[config.mk]
export PLATFORM = sky130hd
export DESIGN_NAME = sarray_rd_arb
export DESIGN_NICKNAME = d
export VERILOG_FILES = /design/src/rtl/sarray_rd_arb.sv
export SDC_FILE = /design/constraint.sdc
export NUM_CORES = 1
export LEC_CHECK = 0
export BUFFER_PORTS_ARGS = -buffer_cell sky130_fd_sc_hd__buf_2
export CORE_AREA = 8 8 113 115
export CTS_BUF_LIST = sky130_fd_sc_hd__clkbuf_2
export CTS_CLUSTER_SIZE = 25
export DETAILED_ROUTE_END_ITERATION = 16
export DIE_AREA = 0 0 121 123
export GPL_ROUTABILITY_DRIVEN = 0
export PLACE_DENSITY = 0.71
export SYNTH_ARGS = -nofsm -noshare
export SYNTH_HDL_FRONTEND = slang
export SYNTH_SLANG_ARGS = --single-unit
[constraint.sdc]
create_clock -name clk -period 4.2 [get_ports clk]
set_input_delay 0.63 -clock clk [delete_from_list [all_inputs] [get_ports clk]]
set_output_delay 0.63 -clock clk [all_outputs]
set_load 0.005 [all_outputs]
[src/rtl/sarray_rd_arb.sv]
// Two-requester read arbiter onto one memory port, with an in-order outstanding-ID FIFO that routes returning data.
// Optional build macro: SARRAY_RD_ARB_FIXED_PRIO_EN (requester 0 always wins; no round-robin pointer).
`ifndef ADDR_WIDTH
`define ADDR_WIDTH 32
`endif
`ifndef SARRAY_LOAD_WIDTH
`define SARRAY_LOAD_WIDTH 64
`endif

module sarray_rd_arb #(
  parameter int unsigned OSTD_DEPTH = 8,
  parameter int unsigned OSTD_CNT_W = 4
) (
  input  logic                          clk,
  input  logic                          rst,
  input  logic                          s0_ar_valid_i,
  output logic                          s0_ar_ready_o,
  input  logic [`ADDR_WIDTH-1:0]        s0_ar_addr_i,
  output logic                          s0_r_valid_o,
  input  logic                          s0_r_ready_i,
  output logic [`SARRAY_LOAD_WIDTH-1:0] s0_r_data_o,
  input  logic                          s1_ar_valid_i,
  output logic                          s1_ar_ready_o,
  input  logic [`ADDR_WIDTH-1:0]        s1_ar_addr_i,
  output logic                          s1_r_valid_o,
  input  logic                          s1_r_ready_i,
  output logic [`SARRAY_LOAD_WIDTH-1:0] s1_r_data_o,
  output logic                          m_ar_valid_o,
  input  logic                          m_ar_ready_i,
  output logic [`ADDR_WIDTH-1:0]        m_ar_addr_o,
  input  logic                          m_r_valid_i,
  output logic                          m_r_ready_o,
  input  logic [`SARRAY_LOAD_WIDTH-1:0] m_r_data_i,
  output logic [OSTD_CNT_W-1:0]         ostd_cnt_o
);

  localparam int unsigned PTR_W = (OSTD_DEPTH > 1) ? $clog2(OSTD_DEPTH) : 1;

  logic                   ar_vld_q, ar_vld_d;
  logic [`ADDR_WIDTH-1:0] ar_addr_q, ar_addr_d;
  logic [PTR_W-1:0]       wr_ptr_q, wr_ptr_d;
  logic [PTR_W-1:0]       rd_ptr_q, rd_ptr_d;
  logic [OSTD_CNT_W-1:0]  cnt_q, cnt_d;
  logic                   id_mem_q [OSTD_DEPTH];

  logic ar_free, fifo_full, fifo_empty, any_req, grant, win;
  logic push, pop, head_id, route_en;

`ifndef SARRAY_RD_ARB_FIXED_PRIO_EN
  logic rr_last_q, rr_last_d;
`endif

  // Arbitration and grant qualification
  always_comb begin
    ar_free    = !ar_vld_q || m_ar_ready_i;
    fifo_full  = (cnt_q == OSTD_CNT_W'(OSTD_DEPTH));
    fifo_empty = (cnt_q == '0);
    any_req    = s0_ar_valid_i || s1_ar_valid_i;
`ifdef SARRAY_RD_ARB_FIXED_PRIO_EN
    win        = !s0_ar_valid_i;
`else
    win        = (s0_ar_valid_i && s1_ar_valid_i) ? !rr_last_q : !s0_ar_valid_i;
`endif
    // Full blocks the grant even when a pop lands in the same cycle.
    grant      = !rst && ar_free && !fifo_full && any_req;
    push       = grant;
  end

  assign s0_ar_ready_o = grant && !win;
  assign s1_ar_ready_o = grant &&  win;
  assign m_ar_valid_o  = ar_vld_q;
  assign m_ar_addr_o   = ar_addr_q;

  // Read-data routing from the FIFO head
  always_comb begin
    head_id      = id_mem_q[rd_ptr_q];
    route_en     = !fifo_empty && !rst;
    m_r_ready_o  = route_en && (head_id ? s1_r_ready_i : s0_r_ready_i);
    s0_r_valid_o = route_en && !head_id && m_r_valid_i;
    s1_r_valid_o = route_en &&  head_id && m_r_valid_i;
    s0_r_data_o  = m_r_data_i;
    s1_r_data_o  = m_r_data_i;
    pop          = m_r_valid_i && m_r_ready_o;
  end

  assign ostd_cnt_o = cnt_q;

  always_comb begin
    ar_vld_d  = ar_vld_q;
    ar_addr_d = ar_addr_q;
    if (grant) begin
      ar_vld_d  = 1'b1;
      ar_addr_d = win ? s1_ar_addr_i : s0_ar_addr_i;
    end else if (ar_vld_q && m_ar_ready_i) begin
      ar_vld_d  = 1'b0;
    end

    wr_ptr_d = wr_ptr_q + PTR_W'(push);
    rd_ptr_d = rd_ptr_q + PTR_W'(pop);

    cnt_d = cnt_q;
    case ({push, pop})
      2'b10:   cnt_d = cnt_q + 1'b1;
      2'b01:   cnt_d = cnt_q - 1'b1;
      default: cnt_d = cnt_q;
    endcase

`ifndef SARRAY_RD_ARB_FIXED_PRIO_EN
    rr_last_d = grant ? win : rr_last_q;
`endif
  end

  always_ff @(posedge clk) begin
    if (rst) begin
      ar_vld_q  <= 1'b0;
      ar_addr_q <= '0;
      wr_ptr_q  <= '0;
      rd_ptr_q  <= '0;
      cnt_q     <= '0;
`ifndef SARRAY_RD_ARB_FIXED_PRIO_EN
      // Last grant looks like requester 1, so requester 0 wins the first tie.
      rr_last_q <= 1'b1;
`endif
    end else begin
      ar_vld_q  <= ar_vld_d;
      ar_addr_q <= ar_addr_d;
      wr_ptr_q  <= wr_ptr_d;
      rd_ptr_q  <= rd_ptr_d;
      cnt_q     <= cnt_d;
`ifndef SARRAY_RD_ARB_FIXED_PRIO_EN
      rr_last_q <= rr_last_d;
`endif
    end
  end

  always_ff @(posedge clk) begin
    if (push) id_mem_q[wr_ptr_q] <= win;
  end

endmodule

==> results.sh <==
export IMPL_outcome="completed"
export IMPL_synth_area_per_cell_um2=9.886
export IMPL_p_sw_share_pct=31.06
export IMPL_synth_top_family_by_area="buffers and inverters"
export IMPL_yosys_area_top_type="buf_4"
export IMPL_p_sw_uw=316.4
export IMPL_grt_pass1_vias=2534
export IMPL_clockBufferDepth=2
export IMPL_clockRootBuffer="clkbuf_2"
export IMPL_synth_ff_type="dfxtp_1"
export IMPL_clkLatencyLatePin_ps=460
export IMPL_synth_compound_area_share_pct=12.83
export IMPL_p_leak_uw=0.001502
export IMPL_synthAdderAreaFrac_pct=2.427
export IMPL_tritoncts="yes"
export IMPL_drc=0
export IMPL_cts_repair_resized=0
export IMPL_cp_max_fo=68
export IMPL_routedWlPerCell_um=16.80
export IMPL_final_max_slew_viol_count=0
export IMPL_ys_warn_count=0
export IMPL_grtUsageTotal_pct=10.57
export IMPL_drt_initial_drc_count=72
export IMPL_hold_class="input port to flip-flop"
export IMPL_wirelength_um=8132
export IMPL_antenna_left=0
export IMPL_grt_pass1_wl_um=12410
export IMPL_synth_area_leaders="buf_4 27%, dfxtp_1 24%, a211oi_2 11%"
export IMPL_cts_hold_fix_buffers=0
export IMPL_pin_count=306
export IMPL_cap_violations=0
export IMPL_vdd_drop_max_mv=0.1256
export IMPL_die_y_um=123
export IMPL_synth_simple_area_share_pct=9.882
export IMPL_drtPass1Iterations=4
export IMPL_num_rows=39
export IMPL_startpoint_type="flip-flop"
export IMPL_antenna_found_initial=0
export IMPL_synth_common_cells="129 x buf_4, 45 x nor2_1, 44 x dfxtp_1"
export IMPL_synth_xor_area_share_pct=1.214
export IMPL_fill_cells=1142
export IMPL_fin_worst_skew_ps=13.19
export IMPL_final_core_util_pct=29.72
export IMPL_p_seq_share_pct=56.0
export IMPL_combPwrFrac_pct=23.7
export IMPL_htreeDepth=2
export IMPL_p_int_uw=702.4
export IMPL_relSlewSlack_pct=58.74
export IMPL_synth_most_common_cell="buf_4"
export IMPL_p_per_area_mw_per_mm2=309.5
export IMPL_synthCells=365
export IMPL_hpwl_um=6362
export IMPL_initial_utilization_pct=32.58
export IMPL_overflow=0
export IMPL_ys_ff_latch=52
export IMPL_fin_nets=483
export IMPL_core_mm2=0.01108
export IMPL_synth_edf_count=8
export IMPL_antenna_cells=0
export IMPL_setup_tns_ps=0
export IMPL_die_x_um=121
export IMPL_power_frac_clock_pct=20.2
export IMPL_crit_type="flip-flop to output pin"
export IMPL_hold_viol=0
export IMPL_path_clk_slew_ps=250
export IMPL_cp_end_kind="output pin"
export IMPL_synthesis_nets=508
export IMPL_synth_yosys_seq_area_share_pct=31.07
export IMPL_crit_required_ps=3570
export IMPL_io_buffers=113
export IMPL_yosysUniqueCellTypes=37
export IMPL_finalCriticalPeriod_ps=3101
export IMPL_synth_mux_area_share_pct=10.96
export IMPL_cp_data_arrival_time_ps=2470
export IMPL_yosysTopAreaCellShare_pct=26.84
export IMPL_worstMarginPinSlew_ps=616.6
export IMPL_die_area_mm2=0.01488
export IMPL_netlist_area_mm2=0.003608
export IMPL_setup_viol=0
export IMPL_syn_to_final_growth_pct=-8.772
export IMPL_rsz0062_at_grt="false"
export IMPL_clock_sinks=52
export IMPL_cts_made_buffers=5
export IMPL_layout_drive_gt1_share_pct=47.21
export IMPL_vias=2266
export IMPL_max_clock_freq_mhz=322.5
export IMPL_finalCritPeriodShare_pct=73.83
export IMPL_routed_via_density=4.682
export IMPL_grt_max_degree=69
export IMPL_synth_async_sr_flop_share_pct=0
export IMPL_cts_setup_buffers=0
==> sequential cells by signal, summed over array words and instances, names as in the netlist <==
signal,cells
ostd_cnt_o,4
rr_last_q,1
wr_ptr_q,3
m_ar_addr_o,32
m_ar_valid_o,1
rd_ptr_q,3
id_mem_q,8
==> layout by cell type (no fill, tap or decap), types with 3 or more instances in the layout <==
master,count
a211oi_2,32
dfxtp_1,44
nor2_1,45
nand2_1,3
o21ai_0,4
clkbuf_2,7
nor3_1,4
buf_2,113
xor2_1,3
nor2b_1,6
mux2i_1,35
edfxtp_1,8
ha_1,7
==> per-stage QoR <==
step,setup WS (ps),total power [uW],std cells,hold slack [ps],area [um^2]
detailed placement,1267,827.6,476,488.5,3253
floorplan,1503,845.0,365,464.8,3608
global placement,1370,817.9,476,479.7,3253
finish,1099,1019,484,420.6,3292
CTS,1055,1045,484,379.9,3292
global route,882.9,1089,484,398.6,3292
==> worst max-delay path, stage by stage (launching register included) <==
cell and delay [ps]:
dfxtp_1 570, nor3_2 80, a2111o_1 600, inv_8 400
and2_1 200, buf_2 110
==> kinds of logic after synthesis <==
logic type	count (synthesis)
XOR/XNOR	5
adder cells (fa/ha/maj)	7
AO/OA/AOI/OAI	42
buffers and inverters	149
AND/OR/NAND/NOR	73
multiplexers	37
flip-flops	52
==> per-layer routing <==
layer	track usage, %	routed length [um]	part of all wire, %	up-vias
met3	4.932	834	10	55
met5	0.6579	0	0	-
met2	18.48	4027	50	155
met4	7.182	386	4.7	0
li1	-	-	-	1061
met1	9.711	2884	35	995
==> worst paths after layout <==
| path | start | endpoint | slack, ps | cells after the start |
|---|---|---|---|---|
| setup / recovery | ostd_cnt_o[1] | s1_ar_ready_o | 1100 | 5 |
| hold / removal | m_ar_ready_i | m_ar_valid_o | 420 | 3 |
| setup reg to reg | rd_ptr_q[0] | ostd_cnt_o[2] | 1220 | 11 |
| hold reg to reg | m_ar_valid_o | m_ar_valid_o | 510 | 2 |
==> power groups by stage <==
| stage | clock network [uW] | registers, uW | logic (uW) |
|---|---|---|---|
| detailed placement | 0 | 580 | 247 |
| floorplan | 0 | 579 | 266 |
| global placement | 0 | 579 | 239 |
| CTS | 226 | 572 | 247 |
| finish | 206 | 571 | 242 |
| global route | 243 | 577 | 268 |
==> layout make-up <==
cell class	count	area (um^2)	share of cell area, %
Multi-Input combinational cell	164	1358	41.24
Sequential cell	52	1121	34.06
Timing Repair Buffer	115	580.6	17.64
Tap cell	143	178.9	5.435
Clock buffer	7	35.03	1.064
Inverter	2	15.01	0.4561
Clock inverter	1	3.754	0.1140
Note: power is estimated with default switching activity, not from simulation.
